--- config.mk ---
export PLATFORM = sky130hd
export DESIGN_NAME = sram_port_arbiter_flat
export DESIGN_NICKNAME = d
export VERILOG_FILES = /design/src/rtl/sram_port_arbiter_if.sv /design/src/rtl/sram_port_arbiter.sv /design/src/flat_wrapper.sv
export SDC_FILE = /design/constraint.sdc
export NUM_CORES = 1
export LEC_CHECK = 0
export ABC_AREA = 0
export CAP_MARGIN = 30
export CORE_MARGIN = 10
export CORE_UTILIZATION = 41
export DETAILED_ROUTE_END_ITERATION = 10
export GPL_TIMING_DRIVEN = 0
export PLACE_DENSITY = 0.82
export SYNTH_ARGS = -nofsm -noshare
export SYNTH_HDL_FRONTEND = slang
export SYNTH_SLANG_ARGS = --single-unit
--- constraint.sdc ---
create_clock -name clk -period 2.6 [get_ports clk]
set_clock_uncertainty 0.15 [all_clocks]
set_input_delay 0.52 -clock clk [delete_from_list [all_inputs] [get_ports clk]]
set_output_delay 0.52 -clock clk [all_outputs]
set_load 0.1 [all_outputs]
--- src/rtl/sram_port_arbiter_if.sv ---
// sram_port_arbiter_if
//   Bundles the request/response signals of the IF and MEM requesters, the
//   external SRAM port and the pipeline stall requests into one interface.
//
//   master : the arbiter itself (receives requests, drives the SRAM port,
//            acks and stall requests).
//   slave  : the surroundings (IF stage, MEM stage, SRAM, pipeline control).
//
//   Handshake rules, shared by every request/ack pair in this interface:
//     - A requester raises x_req and holds it high, with its address and
//       payload stable, until it sees x_ack. x_ack is a one-cycle pulse; the
//       read data (x_rdata) is valid in that cycle and held until the next
//       x_ack. The requester drops or replaces its request in the ack cycle.
//     - bus_req is high for the whole SRAM access and qualifies bus_we,
//       bus_sel, bus_addr and bus_wdata. The SRAM answers with a one-cycle
//       bus_ack (bus_rdata valid in that cycle), only while bus_req is high.
interface sram_port_arbiter_if;
  logic        if_req;
  logic [31:0] if_addr;
  logic [31:0] if_rdata;
  logic        if_ack;

  logic        mem_req;
  logic        mem_we;
  logic [3:0]  mem_sel;
  logic [31:0] mem_addr;
  logic [31:0] mem_wdata;
  logic [31:0] mem_rdata;
  logic        mem_ack;

  logic        bus_req;
  logic        bus_we;
  logic [3:0]  bus_sel;
  logic [31:0] bus_addr;
  logic [31:0] bus_wdata;
  logic [31:0] bus_rdata;
  logic        bus_ack;

  logic        stallreq_if;
  logic        stallreq_mem;
  logic        bus_err;

  modport master (
    input  if_req, if_addr,
    input  mem_req, mem_we, mem_sel, mem_addr, mem_wdata,
    input  bus_rdata, bus_ack,
    output if_rdata, if_ack, mem_rdata, mem_ack,
    output bus_req, bus_we, bus_sel, bus_addr, bus_wdata,
    output stallreq_if, stallreq_mem, bus_err
  );

  modport slave (
    output if_req, if_addr,
    output mem_req, mem_we, mem_sel, mem_addr, mem_wdata,
    output bus_rdata, bus_ack,
    input  if_rdata, if_ack, mem_rdata, mem_ack,
    input  bus_req, bus_we, bus_sel, bus_addr, bus_wdata,
    input  stallreq_if, stallreq_mem, bus_err
  );
endinterface

--- src/rtl/sram_port_arbiter.sv ---
// sram_port_arbiter
//   Shares the single external SRAM port between instruction fetch (IF) and
//   the MEM stage. A granted request is registered onto the bus, the arbiter
//   waits for a variable-latency bus_ack (or a timeout), then returns a
//   one-cycle ack plus read data to the winner. Stall requests to the
//   pipeline are combinational.
//
//   Ports:
//     clk       system clock, all state on the rising edge
//     rst       asynchronous, active-low reset
//     p         sram_port_arbiter_if.master: IF/MEM requests, SRAM port,
//               acks, stall requests, bus_err
//     dbg_state current FSM state (0 IDLE, 1 BUSY_IF, 2 BUSY_MEM, 3 DONE)
//
//   Parameters:
//     TIMEOUT_CYCLES  busy cycles to wait for bus_ack before aborting (1..255)
//     ERR_RDATA       read data returned on a timed-out access
module sram_port_arbiter #(
  parameter int unsigned TIMEOUT_CYCLES = 255,
  parameter logic [31:0] ERR_RDATA      = 32'h0000_0000
) (
  input  logic                        clk,
  input  logic                        rst,
  sram_port_arbiter_if.master         p,
  output logic [1:0]                  dbg_state
);

  typedef enum logic [1:0] {
    IDLE     = 2'd0,
    BUSY_IF  = 2'd1,
    BUSY_MEM = 2'd2,
    DONE     = 2'd3
  } state_t;

  // Counter value in the last busy cycle before the access is aborted.
  localparam logic [7:0] TO_LAST = 8'(TIMEOUT_CYCLES - 1);

  state_t      state_q, state_d;
  logic        bus_req_q, bus_req_d;
  logic        bus_we_q, bus_we_d;
  logic [3:0]  bus_sel_q, bus_sel_d;
  logic [31:0] bus_addr_q, bus_addr_d;
  logic [31:0] bus_wdata_q, bus_wdata_d;
  logic [31:0] if_rdata_q, if_rdata_d;
  logic [31:0] mem_rdata_q, mem_rdata_d;
  logic        if_ack_q, if_ack_d;
  logic        mem_ack_q, mem_ack_d;
  logic        bus_err_q, bus_err_d;
  logic [7:0]  cnt_q, cnt_d;
  logic        last_mem_q, last_mem_d;   // 1: last grant went to MEM
  logic        grant_mem;
  logic        grant_if;

  // MEM normally wins; after a MEM grant a waiting IF goes first so fetch
  // cannot be starved by back-to-back loads/stores.
  assign grant_mem = p.mem_req & (~p.if_req | ~last_mem_q);
  assign grant_if  = p.if_req & ~grant_mem;

  always_comb begin
    state_d     = state_q;
    bus_req_d   = bus_req_q;
    bus_we_d    = bus_we_q;
    bus_sel_d   = bus_sel_q;
    bus_addr_d  = bus_addr_q;
    bus_wdata_d = bus_wdata_q;
    if_rdata_d  = if_rdata_q;
    mem_rdata_d = mem_rdata_q;
    if_ack_d    = 1'b0;
    mem_ack_d   = 1'b0;
    bus_err_d   = 1'b0;
    cnt_d       = cnt_q;
    last_mem_d  = last_mem_q;

    unique case (state_q)
      IDLE: begin
        if (grant_mem) begin
          bus_req_d   = 1'b1;
          bus_we_d    = p.mem_we;
          bus_sel_d   = p.mem_sel;
          bus_addr_d  = p.mem_addr;
          bus_wdata_d = p.mem_wdata;
          cnt_d       = 8'd0;
          last_mem_d  = 1'b1;
          state_d     = BUSY_MEM;
        end else if (grant_if) begin
          bus_req_d   = 1'b1;
          bus_we_d    = 1'b0;
          bus_sel_d   = 4'hF;
          bus_addr_d  = p.if_addr;
          bus_wdata_d = 32'd0;
          cnt_d       = 8'd0;
          last_mem_d  = 1'b0;
          state_d     = BUSY_IF;
        end
      end

      BUSY_IF: begin
        if (p.bus_ack) begin
          if_rdata_d = p.bus_rdata;
          if_ack_d   = 1'b1;
          bus_req_d  = 1'b0;
          state_d    = DONE;
        end else if (cnt_q == TO_LAST) begin
          if_rdata_d = ERR_RDATA;
          if_ack_d   = 1'b1;
          bus_err_d  = 1'b1;
          bus_req_d  = 1'b0;
          state_d    = DONE;
        end else begin
          cnt_d = cnt_q + 8'd1;
        end
      end

      BUSY_MEM: begin
        // Stores complete without touching the held load data.
        if (p.bus_ack) begin
          if (!bus_we_q) mem_rdata_d = p.bus_rdata;
          mem_ack_d = 1'b1;
          bus_req_d = 1'b0;
          state_d   = DONE;
        end else if (cnt_q == TO_LAST) begin
          if (!bus_we_q) mem_rdata_d = ERR_RDATA;
          mem_ack_d = 1'b1;
          bus_err_d = 1'b1;
          bus_req_d = 1'b0;
          state_d   = DONE;
        end else begin
          cnt_d = cnt_q + 8'd1;
        end
      end

      // Ack cycle: requesters drop or change their request here, so no new
      // grant is taken until IDLE.
      DONE: begin
        state_d = IDLE;
      end

      default: begin
        state_d = IDLE;
      end
    endcase
  end

  always_ff @(posedge clk or negedge rst) begin
    if (!rst) begin
      state_q     <= IDLE;
      bus_req_q   <= 1'b0;
      bus_we_q    <= 1'b0;
      bus_sel_q   <= 4'd0;
      bus_addr_q  <= 32'd0;
      bus_wdata_q <= 32'd0;
      if_rdata_q  <= 32'd0;
      mem_rdata_q <= 32'd0;
      if_ack_q    <= 1'b0;
      mem_ack_q   <= 1'b0;
      bus_err_q   <= 1'b0;
      cnt_q       <= 8'd0;
      last_mem_q  <= 1'b0;
    end else begin
      state_q     <= state_d;
      bus_req_q   <= bus_req_d;
      bus_we_q    <= bus_we_d;
      bus_sel_q   <= bus_sel_d;
      bus_addr_q  <= bus_addr_d;
      bus_wdata_q <= bus_wdata_d;
      if_rdata_q  <= if_rdata_d;
      mem_rdata_q <= mem_rdata_d;
      if_ack_q    <= if_ack_d;
      mem_ack_q   <= mem_ack_d;
      bus_err_q   <= bus_err_d;
      cnt_q       <= cnt_d;
      last_mem_q  <= last_mem_d;
    end
  end

  assign p.bus_req      = bus_req_q;
  assign p.bus_we       = bus_we_q;
  assign p.bus_sel      = bus_sel_q;
  assign p.bus_addr     = bus_addr_q;
  assign p.bus_wdata    = bus_wdata_q;
  assign p.if_rdata     = if_rdata_q;
  assign p.mem_rdata    = mem_rdata_q;
  assign p.if_ack       = if_ack_q;
  assign p.mem_ack      = mem_ack_q;
  assign p.bus_err      = bus_err_q;
  assign p.stallreq_if  = p.if_req & ~if_ack_q;
  assign p.stallreq_mem = p.mem_req & ~mem_ack_q;
  assign dbg_state      = state_q;

endmodule
--- src/flat_wrapper.sv ---
// flat-port wrapper written by rule: the top's interface ports become plain ports
module sram_port_arbiter_flat 
#(
  parameter int unsigned TIMEOUT_CYCLES = 255,
  parameter logic [31:0] ERR_RDATA      = 32'h0000_0000
)
  (clk, rst, dbg_state, p_if_req, p_if_addr, p_mem_req, p_mem_we, p_mem_sel, p_mem_addr, p_mem_wdata, p_bus_rdata, p_bus_ack, p_if_rdata, p_if_ack, p_mem_rdata, p_mem_ack, p_bus_req, p_bus_we, p_bus_sel, p_bus_addr, p_bus_wdata, p_stallreq_if, p_stallreq_mem, p_bus_err);
  sram_port_arbiter_if p_i ();
  input  logic clk;
  input  logic rst;
  output logic [1:0] dbg_state;
  input wire logic [$bits(p_i.if_req)-1:0] p_if_req;
  input wire logic [$bits(p_i.if_addr)-1:0] p_if_addr;
  input wire logic [$bits(p_i.mem_req)-1:0] p_mem_req;
  input wire logic [$bits(p_i.mem_we)-1:0] p_mem_we;
  input wire logic [$bits(p_i.mem_sel)-1:0] p_mem_sel;
  input wire logic [$bits(p_i.mem_addr)-1:0] p_mem_addr;
  input wire logic [$bits(p_i.mem_wdata)-1:0] p_mem_wdata;
  input wire logic [$bits(p_i.bus_rdata)-1:0] p_bus_rdata;
  input wire logic [$bits(p_i.bus_ack)-1:0] p_bus_ack;
  output wire logic [$bits(p_i.if_rdata)-1:0] p_if_rdata;
  output wire logic [$bits(p_i.if_ack)-1:0] p_if_ack;
  output wire logic [$bits(p_i.mem_rdata)-1:0] p_mem_rdata;
  output wire logic [$bits(p_i.mem_ack)-1:0] p_mem_ack;
  output wire logic [$bits(p_i.bus_req)-1:0] p_bus_req;
  output wire logic [$bits(p_i.bus_we)-1:0] p_bus_we;
  output wire logic [$bits(p_i.bus_sel)-1:0] p_bus_sel;
  output wire logic [$bits(p_i.bus_addr)-1:0] p_bus_addr;
  output wire logic [$bits(p_i.bus_wdata)-1:0] p_bus_wdata;
  output wire logic [$bits(p_i.stallreq_if)-1:0] p_stallreq_if;
  output wire logic [$bits(p_i.stallreq_mem)-1:0] p_stallreq_mem;
  output wire logic [$bits(p_i.bus_err)-1:0] p_bus_err;
  assign p_i.if_req = p_if_req;
  assign p_i.if_addr = p_if_addr;
  assign p_i.mem_req = p_mem_req;
  assign p_i.mem_we = p_mem_we;
  assign p_i.mem_sel = p_mem_sel;
  assign p_i.mem_addr = p_mem_addr;
  assign p_i.mem_wdata = p_mem_wdata;
  assign p_i.bus_rdata = p_bus_rdata;
  assign p_i.bus_ack = p_bus_ack;
  assign p_if_rdata = p_i.if_rdata;
  assign p_if_ack = p_i.if_ack;
  assign p_mem_rdata = p_i.mem_rdata;
  assign p_mem_ack = p_i.mem_ack;
  assign p_bus_req = p_i.bus_req;
  assign p_bus_we = p_i.bus_we;
  assign p_bus_sel = p_i.bus_sel;
  assign p_bus_addr = p_i.bus_addr;
  assign p_bus_wdata = p_i.bus_wdata;
  assign p_stallreq_if = p_i.stallreq_if;
  assign p_stallreq_mem = p_i.stallreq_mem;
  assign p_bus_err = p_i.bus_err;
  sram_port_arbiter #(.TIMEOUT_CYCLES(TIMEOUT_CYCLES), .ERR_RDATA(ERR_RDATA)) u_core (.clk(clk), .rst(rst), .p(p_i), .dbg_state(dbg_state));
endmodule
==> results.md <==
- Final setup viols: 0
- Final Max Tran Viols: 0
- Via count of the first global-routing pass: 5811
- Non-Filler Instances: 966
- DR vias: 5230
- Outcome: finished clean
- RSZ-0062 raised after global routing: no
- CP Data Required Time: 1.93 ns
- Yosys warning total: 0
- Setup WS pre-CTS: -0.4784 ns
- Mean Syn Cell Area: 12.98 um^2
- Clock Path Buffers: 2
- Max Cap Viol: 0
- Hold Vio Cnt, Final: 0
- Worst path slowest cell: clkdlybuf4s50_1
- Top delay family on crit path: buffers and inverters
- Worst-margin pin slew: 1.030 ns
- Htree depth: 4
- Starting Density: 41.48%
- Via/cell ratio: 5.414
- Initial DRC Count: 251
- Predominant post-synthesis flop cell: dfrtp_1
- I/O Pins: 279
- Post-synthesis cell type count: 45
- Synth top cells by count: 148 x dfrtp_1, 98 x a22o_1, 41 x nand2_1, 36 x mux2i_1, 35 x o21ai_0
- Reg clk slew, reported paths: 0.06 ns
- CTS tree: done
- Worst Path Buf+Inv: 1
- Share of the synthesized area in the top cell type: 62.15%
- Routed wire length: 21.26 mm
- CORE AREA: 14370 um^2
- IO buf count: 278
- Worst-path cell chain: clkdlybuf4s50_1
- Hold slack: 0.3260 ns
- Total Die Area: 19760 um^2
- Largest net degree at the start of global routing: 84
- Slew margin rel.: 31.64%
- Count leader, synth: dfrtp_1
- Setup bufs post-CTS: 0
- Post-synth ARST share: 100.0%
- Fmax achieved: 389.3 MHz
- Register area share after synthesis: 62.15%
- Cells after DPL: 930
- CP Class: reg -> out
- Post-Syn Instances: 459
- Share of layout cells above drive strength 1: 10.13%
- HP Class: reg -> reg
- Crit. End Element: output pin
- Fin crit period: 2.569 ns
- Crit start category: flip-flop
- Final HPWL from detailed placement: 16.36 mm
- Post-synth top area cell: dfrtp_1
- EDFF count, synth: 0
- WL per Instance: 22.01 um
- Global-route wire length before repair: 33.10 mm
- Die X: 140.6 um
- Antenna violations before repair: 2
- Gpl congestion: 0.8619
- Root buf cell: clkbuf_16
- Total Nets Final: 912
- Crit path largest cell delay: 1.14 ns
- Syn nets: 604
- Register bit count reported by yosys: 148
- Arr. time, crit path: 1.90 ns
- Mapped Area: 5959 um^2
- DIE HEIGHT: 140.6 um
- Clk Latency, worst-skew pair: 0.42 ns
- CTS buffer count: 17
- Top area cells in the synthesized netlist: dfrtp_1 62%, a22o_1 14%, mux2i_1 6.0%
- Global-route usage over all layers: 21.25%
- Num rows: 44
- DR pass1 iterations: 4
- Post-route ant nets: 0
- Max FO, Critical Path: 2
- Clock sink count: 148
- Area grow syn2layout: 63.15%
- Final worst-path cycle share: 98.79%
- Final worst setup slack: 0.03142 ns
- GRT Residual Overflow: 0
- DRC: 0
## kinds of logic (layout without fill, tap and decap cells)
group,after synthesis,after routing,synth area share [%]
DFF,148,148,62.15
adders and majority gates,7,7,1.470
buffers and inverters,40,361,3.422
muxes,37,37,6.236
other,0,2,0
and+or+nand+nor,75,75,6.614
AOI/OAI and AO/OA,152,152,20.11
## metrics by stage
stage	util, %	cell area [um^2]	setup TNS [ns]
4_1_cts	67.32	9673	0
5_1_grt	67.67	9723	0
3_5_place_dp	64.23	9229	-4.412
6_report	67.67	9723	0
3_3_place_gp	62.50	8980	-707.52
2_1_floorplan	-	5967	0
## final cells by class
class,count,area [um^2]
fill,1062,4646
sequential,148,3706
timing repair buffer,289,2937
multi-input combinational,271,2057
clock buffer,18,429.2
tap,184,230.2
buffer,33,177.7
clock inverter,14,155.1
inverter,7,26.28
antenna,2,5.005
## placed cells by master, fill, tap and decap left out, types with 3 or more instances in the layout
cell             synthesis  layout
dlymetal6s2s_1           0       7
and2_1                   4       4
nand3_1                  4       4
buf_6                    3       4
nand2_1                 41      41
dfrtp_1                148     146
nor2_1                   4       4
dlygate4sd2_1            0     122
mux2i_1                 36      36
ha_1                     7       7
inv_6                    0       3
o21ai_0                 35      35
buf_16                   0      10
clkbuf_16                0      17
inv_1                    7       7
buf_2                   10      10
o22a_1                   4       4
buf_4                    5       5
clkbuf_1                15      16
clkinv_4                 0       3
clkdlybuf4s50_1          0     146
clkinvlp_4               0       5
a22o_1                  98      98
## registers in the layout, summed over array words and instances (netlist names), 2 cells and up
name / count
u_core.cnt_q: 8
u_core.dbg_state: 2
u_core.p.bus_addr: 32
u_core.p.bus_sel: 4
u_core.p.bus_wdata: 32
u_core.p.if_rdata: 32
u_core.p.mem_rdata: 32
## worst register-to-register path, delay by kind of cell, from the launching register on
| kind | cells | cell delay (ns) |
|---|---|---|
| AOI/OAI and AO/OA | 2 | 0.53 |
| adders and majority gates | 1 | 0.28 |
| buffers and inverters | 3 | 0.71 |
| DFF | 1 | 0.39 |
| and+or+nand+nor | 1 | 0.09 |
## final timing paths
| kind | start | endpoint | slack [ns] | cells after the start |
|---|---|---|---|---|
| setup / recovery | u_core.p.if_rdata[31] | p_if_rdata[31] | 0.03 | 1 |
| hold / removal | u_core.p.bus_addr[25] | u_core.p.bus_addr[25] | 0.33 | 2 |
| setup reg to reg | u_core.dbg_state[0] | u_core.p.bus_addr[28] | 0.35 | 7 |
| hold reg to reg | u_core.p.bus_addr[25] | u_core.p.bus_addr[25] | 0.33 | 2 |
| max in group asynchronous | rst | u_core.p.bus_wdata[2] | 0.97 | 3 |
| min in group asynchronous | rst | u_core.p.if_rdata[29] | 0.50 | 2 |
## per-layer routing
| layer | wire length, um | vias to the layer above | GRT usage [%] |
|---|---|---|---|
| met5 | 0 | - | 0 |
| met4 | 737 | 0 | 10.05 |
| met3 | 2159 | 42 | 9.838 |
| met2 | 10290 | 257 | 34.26 |
| met1 | 8075 | 2605 | 23.29 |
| li1 | - | 2326 | - |
## timing repair
| item | 4_1_cts | 5_1_grt |
|---|---|---|
| hold endpoints to repair | 65 | 0 |
| hold buffers | 1 | 0 |
| endpoints found under the setup margin | 124 | 7 |
| gates resized for setup | 128 | 7 |
Power is left out: the tool's default activity adds up to more than one toggle a clock period on the data nets, which glitch-free logic cannot reach.
